==> src/rtl/if_stage_ctrl.sv <==
`default_nettype none
// ============================================================================
// if_stage_ctrl : PC and IF/ID register owner with stall/redirect/imem handshake
// Revision 1.0
// ============================================================================
module if_stage_ctrl #(
    parameter logic [31:0] RESET_PC = 32'h0000_0000,
    parameter int          CNT_W    = 16
) (
    input  logic             clk,
    input  logic             rst_n,
    input  logic             stall_req,
    input  logic             branch_taken,
    input  logic [31:0]      branch_target,
    output logic [31:0]      imem_addr,
    output logic             imem_req,
    input  logic             imem_ready,
    input  logic [31:0]      imem_instr,
    output logic [31:0]      if_id_instr,
    output logic [31:0]      if_id_pc4,
    output logic             if_id_valid,
    output logic             id_ex_ctrl_zero,
    output logic [CNT_W-1:0] stall_cnt,
    output logic [CNT_W-1:0] flush_cnt
);

    typedef enum logic [0:0] {
        ST_RUN  = 1'b0,
        ST_WAIT = 1'b1
    } state_t;

    state_t      state;
    state_t      state_nxt;
    logic [31:0] pc;
    logic [31:0] pc_nxt;
    logic [31:0] pc_plus4;
    logic [31:0] instr_nxt;
    logic [31:0] pc4_nxt;
    logic        valid_nxt;
    logic        req;

    assign pc_plus4        = pc + 32'd4;
    assign imem_addr       = pc;
    assign imem_req        = req;
    assign id_ex_ctrl_zero = stall_req;

    always_comb begin
        state_nxt = state;
        pc_nxt    = pc;
        instr_nxt = if_id_instr;
        pc4_nxt   = if_id_pc4;
        valid_nxt = if_id_valid;
        // A stall freezes everything; branch operands are not trustworthy then.
        if (!stall_req) begin
            if (branch_taken) begin
                pc_nxt    = branch_target;
                instr_nxt = 32'h0;
                valid_nxt = 1'b0;
                state_nxt = ST_RUN;
            end else if (imem_ready) begin
                instr_nxt = imem_instr;
                pc4_nxt   = pc_plus4;
                valid_nxt = 1'b1;
                pc_nxt    = pc_plus4;
                state_nxt = ST_RUN;
            end else begin
                instr_nxt = 32'h0;
                valid_nxt = 1'b0;
                state_nxt = ST_WAIT;
            end
        end
    end

    always_ff @(posedge clk or negedge rst_n) begin
        if (!rst_n) begin
            state       <= ST_RUN;
            pc          <= RESET_PC;
            if_id_instr <= 32'h0;
            if_id_pc4   <= 32'h0;
            if_id_valid <= 1'b0;
            req         <= 1'b0;
        end else begin
            state       <= state_nxt;
            pc          <= pc_nxt;
            if_id_instr <= instr_nxt;
            if_id_pc4   <= pc4_nxt;
            if_id_valid <= valid_nxt;
            req         <= 1'b1;
        end
    end

    // Counters stick at all-ones instead of wrapping.
    always_ff @(posedge clk or negedge rst_n) begin
        if (!rst_n) begin
            stall_cnt <= '0;
            flush_cnt <= '0;
        end else begin
            if (stall_req && !(&stall_cnt)) begin
                stall_cnt <= stall_cnt + CNT_W'(1);
            end
            if (!stall_req && branch_taken && !(&flush_cnt)) begin
                flush_cnt <= flush_cnt + CNT_W'(1);
            end
        end
    end

endmodule
`default_nettype wire

==> config.mk <==
export PLATFORM = sky130hd
export DESIGN_NAME = if_stage_ctrl
export DESIGN_NICKNAME = d
export VERILOG_FILES = /design/src/rtl/if_stage_ctrl.sv
export SDC_FILE = /design/constraint.sdc
export NUM_CORES = 1
export LEC_CHECK = 0
export CAP_MARGIN = 20
export CELL_PAD_IN_SITES_DETAIL_PLACEMENT = 0
export CELL_PAD_IN_SITES_GLOBAL_PLACEMENT = 1
export CORE_UTILIZATION = 39
export CTS_BUF_LIST = sky130_fd_sc_hd__clkbuf_8
export CTS_CLUSTER_SIZE = 24
export DETAILED_ROUTE_END_ITERATION = 16
export GPL_ROUTABILITY_DRIVEN = 0
export PLACE_DENSITY = 0.9
export SLEW_MARGIN = 20
export SYNTH_ARGS = -nofsm -noshare
export SYNTH_HDL_FRONTEND = slang
export SYNTH_SLANG_ARGS = --single-unit
==> constraint.sdc <==
create_clock -name clk -period 3.3 [get_ports clk]
set_input_delay 0.66 -clock clk [delete_from_list [all_inputs] [get_ports clk]]
set_output_delay 0.66 -clock clk [all_outputs]
set_load 0.01 [all_outputs]
---- Yosys cells after proc, flatten, opt, wreduce, memory -nomap -nowiden ----
Index checks and enable logic that the tools add are counted.
storage, ports and cells
  bits in registers ....................... 130
  bits in latches ......................... 0
  RAM bits ................................ 0
  memory bits (read-only) ................. 0
  logic and storage cells ................. 29
  memories kept ........................... 0
operators by class
  add/subtract/negate cells ............... 3
  $mul .................................... 0
  divide/modulo/power cells ............... 0
  magnitude comparators ................... 0
  equality and inequality tests ........... 0
  shift-type cells ........................ 0
  mux-type cells .......................... 6
  bitwise gates (word level) .............. 2
  reductions and logical operators ........ 11
operator list
  operator               count
  $mux 32                4
  $add 16x1->16 const B  2
  $add 32x3->32 const B  1
  $reduce_and 16->1      2
  $logic_and 1x1->1      3
  $logic_not 1->1        3
  $reduce_and 3->1       1
  $mux 1                 2
  $not 1->1              2
  $reduce_and 2->1       1
  $reduce_bool 2->1      1

---- Longest topological paths before layout ----
Gate-level depths: netlist of run 1.
  word-level depth ........................ 3
  depth in mapped cells ................... 8
  gate-level depth less buffers ........... 6

---- Worst setup path before layout of run 1 ----
No wires, ideal clock.
  path type ............................... input to register
  start ................................... input stall_req
  end ..................................... register flush_cnt[11]
  setup time .............................. 0.125 ns
  data arrival time ....................... 1.823 ns
  data required time ...................... 3.175 ns
  setup slack ............................. 1.352 ns
  stages on the path ...................... 6
  path buffers ............................ 1
  path through ............................ clkbuf_1 nor2b_1 and3_1 nor3b_1 nand4_1 xnor2_1
between the ends
  longest elaborated chain between the ends .. 3
ends and longest elaborated chain
  item                            line  text
  start, declared                 12    input logic stall_req,
  $logic_not 1->1                 101   if (!stall_req && branch_taken && !(&flush_cnt)) begin
  $logic_and 1x1->1 (2 in a row)  101
  end signal, assigned            102   flush_cnt <= flush_cnt + CNT_W'(1);
  end, declared                   24    output logic [CNT_W-1:0] flush_cnt
Every way passes these cells.
A chain may end at the register's enable or synchronous reset.

---- Worst setup path in the final report of run 1 ----
  start ................................... input stall_req
  end ..................................... output id_ex_ctrl_zero
RTL lines
  item           line  text
  end, declared  22    output logic id_ex_ctrl_zero,
No word-level cell between the ends.

==> run metrics, run 1 <==
Crit path required time 2640 ps; setup bufs post-CTS 0; nets 888; final slew viol count 0; final core occ 56.1%; TritonCTS buffer count 17; initial antenna violation count 1; ANT cells 0; crit start category input port; maximum VDD drop 0.456 mV; Power Dens Cells 536 mW/mm²; Initial Util 39.9%; largest net degree at the start of global routing 120; All-Layer GR Usage 22.1%; Unique masters post-synth 58; CP Cell Sequence buf_2, clkdlybuf4s50_1; Crit. End Element primary output; final hold vios 0; Total Wirelength 17800 µm; IO Port Bufs 199; via density per instance 5.22; placed cell count 1013; fin crit period 2400 ps; worst flop-to-flop path endpoint if_id_pc4[27]; R2R Path Start imem_addr[9]; WP buf/inv 2; number of H-tree levels 4; DP HPWL 12700 µm; Async S/R FF share, synth 100%; post_cts resized 0; clk_lat worst skew 440 ps; yosys warns 0; Worst EP arrival 1740 ps; Die Span X 129 µm; ys flop type dfrtp_1; core footprint 0.0158 mm²; area grow syn2layout 40.5%; clock buffer depth 2; Mapped Area 0.00632 mm²; Die Span Y 129 µm; number of fill cells 1362; Cell Rows 46; Rel. slew slack 36.7%; hold_buf cts 0; die area 0.0167 mm²; number of global-route vias before repair 5539; first-pass detailed-route iteration total 4; Synth Net Count 700; Final setup viols 0; DRC viols 0; TritonCTS clock tree built; share of cells above drive strength 1 8.20%; final worst-path cycle share 72.8%; setup tns final 0 ps; IO Pins 200; CP top delay family buffers and inverters; Avg WL per Cell 17.0 µm; Crit Path Class input port to primary output; Pwr Total 4.76 mW; multi-input logic area 0.00285 mm²; Leakage 3.71 nW; FF-to-FF setup slack 1180 ps; CTS Sinks 130; Antenna Nets Post-Route 0; R2R cell count 5; Yosys reg bits 130; DRT iter0 DRCs 408; clock-pin slew on the worst setup and hold paths 70 ps; outcome completed; Seq/Total Area, Yosys 51.5%; GRT overflow 0; Max Cap Viol 0; unrepaired setup endpoints after global routing no; max incr delay on CP 640 ps; achievable clock frequency 416 MHz; Clock Tree Root clkbuf_8; post-synthesis cell count 628; Worst-Margin Slew 949 ps; first-pass GRT wire length 28400 µm; syn avg cell area 10.1 µm²; CP max FO 26; Non-Filler Instances 1045; Hold Crit Class input port to asynchronous set/reset pin; FF+latch area 0.00325 mm²; number of enable flip-flop cells after synthesis 0; pre-CTS WS 623 ps; crit path max-delay cell type clkdlybuf4s50_1; Final WS setup 896 ps; Vias 5459; clk_skew 11.6 ps
area by class of cell:
type	count	area share (%)
timing repair buffer	211	23.6
clock inverter	14	1.59
sequential	130	36.6
clock buffer	18	2.79
multi-input combinational	448	32.0
tap	216	3.04
inverter	8	0.338
worst max-delay path by stage:
stage                            start               to  slack [ps]  cells past startpoint
after detailed placement  branch_taken    imem_addr[26]         620                      7
after global routing         stall_req  id_ex_ctrl_zero         820                      2
after floorplan              stall_req    flush_cnt[11]        1350                      6
after global placement    branch_taken    imem_addr[26]         650                      7
final                        stall_req  id_ex_ctrl_zero         900                      2
after CTS                    stall_req  id_ex_ctrl_zero         900                      2
Yosys cell counts, types with 4 or more instances:
| cell | number | area [µm²] |
|---|---|---|
| dfrtp_1 | 130 | 3250 |
| nand2_1 | 92 | 345 |
| o21ai_0 | 40 | 200 |
| xnor2_1 | 37 | 324 |
| nor2_1 | 36 | 135 |
| a22o_1 | 32 | 280 |
| nand3_1 | 27 | 135 |
| clkbuf_1 | 23 | 86.3 |
| nor3_1 | 19 | 95.1 |
| nand4_1 | 17 | 106 |
| a21oi_1 | 16 | 80.1 |
| xor2_1 | 15 | 131 |
| and3_1 | 13 | 81.3 |
| a31oi_1 | 8 | 50.1 |
| inv_1 | 8 | 30.0 |
| and4_1 | 6 | 52.6 |
| buf_2 | 6 | 30.0 |
| o21ai_1 | 6 | 30.0 |
| or3_1 | 6 | 37.5 |
| buf_4 | 5 | 37.5 |
| nor2b_1 | 5 | 31.3 |
| nor4_1 | 5 | 31.3 |
| o22ai_1 | 5 | 31.3 |
| a211oi_1 | 4 | 30.0 |
| a22oi_1 | 4 | 30.0 |
| buf_1 | 4 | 15.0 |
| nor4_4 | 4 | 85.1 |
per-stage QoR:
stage	hold slack [ps]	instance area [µm²]
after global placement	461	8490
final	372	8880
after detailed placement	472	8490
after global routing	444	8880
after CTS	445	8880
after floorplan	364	6320
registers in the layout, indices dropped and copies added, names as in the netlist:
register,count
if_id_instr,32
if_id_pc4,32
imem_addr,32
flush_cnt,16
stall_cnt,16
if_id_valid,1
imem_req,1
cells by family after synthesis:
kind of cell / after synthesis / share of synthesized area [%]
and+or+nand+nor: 250 / 21.6
AOI/OAI and AO/OA: 139 / 15.0
DFF: 130 / 51.5
xor gates and xnor gates: 52 / 7.21
buffers and inverters: 50 / 3.56
adders and majority gates: 3 / 0.594
muxes: 3 / 0.495
other: 1 / 0.0593
routing by layer:
metal,share of wire (%),up-vias,wire length [µm],GRT usage [%]
li1,-,2616,-,-
met1,42,2616,7380,27.8
met2,48,189,8530,35.5
met3,7.7,36,1370,5.82
met4,2.6,2,470,10.3
met5,0.068,-,12,0
cell usage in the layout, fill, tap and decap left out, types with 8 or more instances in the layout:
master / count
nor2_1: 35
a21oi_1: 16
xor2_1: 15
nand4_1: 17
clkdlybuf4s50_1: 197
o21ai_0: 40
and3_1: 13
a22o_1: 32
buf_4: 11
nor3_1: 19
clkbuf_8: 19
dfrtp_1: 130
a31oi_1: 8
nand2_1: 91
nand3_1: 27
xnor2_1: 37
inv_1: 9
where the power goes:
group          internal [mW]  switching (mW)  total, mW
Combinational          0.720           0.571       1.29
Sequential              1.84           0.292       2.13
Clock                  0.685           0.651       1.34
(Power assumes the default switching activity.)
==> run 2: changes to the inputs <==
--- a/config.mk
+++ b/config.mk
@@ -8,12 +8,12 @@
 export CAP_MARGIN = 20
 export CELL_PAD_IN_SITES_DETAIL_PLACEMENT = 0
 export CELL_PAD_IN_SITES_GLOBAL_PLACEMENT = 1
-export CORE_UTILIZATION = 39
+export CORE_UTILIZATION = 33
 export CTS_BUF_LIST = sky130_fd_sc_hd__clkbuf_8
 export CTS_CLUSTER_SIZE = 24
 export DETAILED_ROUTE_END_ITERATION = 16
 export GPL_ROUTABILITY_DRIVEN = 0
-export PLACE_DENSITY = 0.9
+export PLACE_DENSITY = 0.81
 export SLEW_MARGIN = 20
 export SYNTH_ARGS = -nofsm -noshare
 export SYNTH_HDL_FRONTEND = slang
==> constraint.sdc (replaced) <==
create_clock -name clk -period 2 [get_ports clk]
set_input_delay 0.4 -clock clk [delete_from_list [all_inputs] [get_ports clk]]
set_output_delay 0.4 -clock clk [all_outputs]
set_load 0.01 [all_outputs]
==> run 2 against run 1 <==
Net effect: first-iteration DRC count shrank 25%; clock-buffer cell count stayed put; register-to-register slack got worse by 1000 ps; critical endpoint is now imem_addr[30].
==> run metrics, run 2 (synthesized netlist as in run 1, its figures left out) <==
Crit Path Class flip-flop to primary output; routed wl met3 1210 µm; crit start category flip-flop; number of H-tree levels 4; Antenna Nets Post-Route 0; Die Span Y 140 µm; CP Cell Sequence clkdlybuf4s50_1; Worst EP arrival 1530 ps; clock-pin slew on the worst setup and hold paths 80 ps; commonest non-fill, non-tap cells in the layout clkdlybuf4s50_1 (194), dfrtp_1 (128), nand2_1 (91); Crit path required time 1600 ps; CTS Sinks 130; achievable clock frequency 518 MHz; DRC viols 0; area grow syn2layout 48.6%; nets 947; IO Pins 200; via density per instance 5.09; ANT cells 0; largest net degree at the start of global routing 53; clk_skew 10.6 ps; outcome completed; number of global-route vias before repair 5594; top layer in use met4; Initial Util 33.7%; setup tns final 0 ps; All-Layer GR Usage 20.3%; Leakage 4.02 nW; Vias 5711; GRT overflow 0; unrepaired setup endpoints after global routing no; final slew viol count 0; TritonCTS clock tree built; TritonCTS buffer count 17; IO Port Bufs 199; Crit. End Element primary output; minimum hold slack 411 ps; DRT iter0 DRCs 306; Detail Route met2 WL 8980 µm; share of cells above drive strength 1 14.2%; Cell Rows 50; Hold Crit Class input port to asynchronous set/reset pin; DRT met1 WL 8810 µm; Max Cap Viol 0; first-pass GRT wire length 30800 µm; final worst-path cycle share 96.5%; WP buf/inv 1; Final setup viols 0; max incr delay on CP 590 ps; Power Dens Cells 865 mW/mm²; Avg WL per Cell 17.2 µm; placed standard-cell area 0.00896 mm²; Die Span X 140 µm; clock buffer depth 2; most common cell after layout, fill and taps aside clkdlybuf4s50_1; Clock Tree Root clkbuf_8; DP HPWL 14400 µm; Rel. slew slack 66.7%; first-pass detailed-route iteration total 5; CP top delay family buffers and inverters; Worst-Margin Slew 498 ps; clk_lat worst skew 450 ps; crit path max-delay cell type clkdlybuf4s50_1; maximum VDD drop 0.577 mV; fin crit period 1930 ps; CP max FO 5; die area 0.0197 mm²; core footprint 0.0188 mm²; Design Area, Final 0.00939 mm²; initial antenna violation count 0; final hold vios 0; Total Wirelength 19300 µm
==> run 2: worst paths after layout <==
path,startpoint,endpoint,slack (ps),cells after the start
min in group clk,branch_target[1],imem_addr[1],480,3
worst min-delay path,rst_n,stall_cnt[4],410,2
max in group asynchronous,rst_n,flush_cnt[12],970,3
worst max register to register,imem_addr[3],imem_addr[28],160,6
worst max-delay path,imem_addr[30],imem_addr[30],70,1
worst min register to register,if_id_pc4[18],if_id_pc4[18],480,2
==> run 2: per-layer routing <==
metal,up-vias,GRT usage (%)
li1,2752,-
met1,2767,27.4
met2,165,31.2
met3,27,5.88
met4,0,6.30
met5,-,0
==> run 2: timing repair <==
item / 4_1_cts / 5_1_grt
endpoints found under the setup margin: 2 / 15
endpoints found under the hold margin: 34 / 0
resized for setup: 2 / 4
hold buffers: 1 / 0
setup buffers: 0 / 3
==> run 2: layout make-up <==
| cell class | instances | area [µm²] |
|---|---|---|
| clock buffer | 18 | 248 |
| clock inverter | 13 | 139 |
| fill | 1758 | 9380 |
| inverter | 8 | 30.0 |
| multi-input combinational | 448 | 2860 |
| sequential | 130 | 3260 |
| tap | 234 | 293 |
| timing repair buffer | 270 | 2570 |
==> run 2: report_power, final <==
| part | internal, mW | total, mW | switching [mW] |
|---|---|---|---|
| combinational | 1.37 | 2.51 | 1.14 |
| clock | 1.13 | 2.24 | 1.11 |
| sequential | 3.03 | 3.37 | 0.339 |
==> run 2: per-stage QoR <==
step | total power, mW | setup WS, ps | utilization (%) | instances
after detailed placement | 5.92 | -136 | 47.7 | 1086
final | 8.12 | 70.1 | 50.0 | 1121
after global routing | 8.58 | 5.04 | 50.0 | 1121
after CTS | 8.21 | 1.15 | 49.8 | 1118
after floorplan | 4.41 | 153 | - | 628
after global placement | 5.89 | -93.6 | 47.7 | 1086
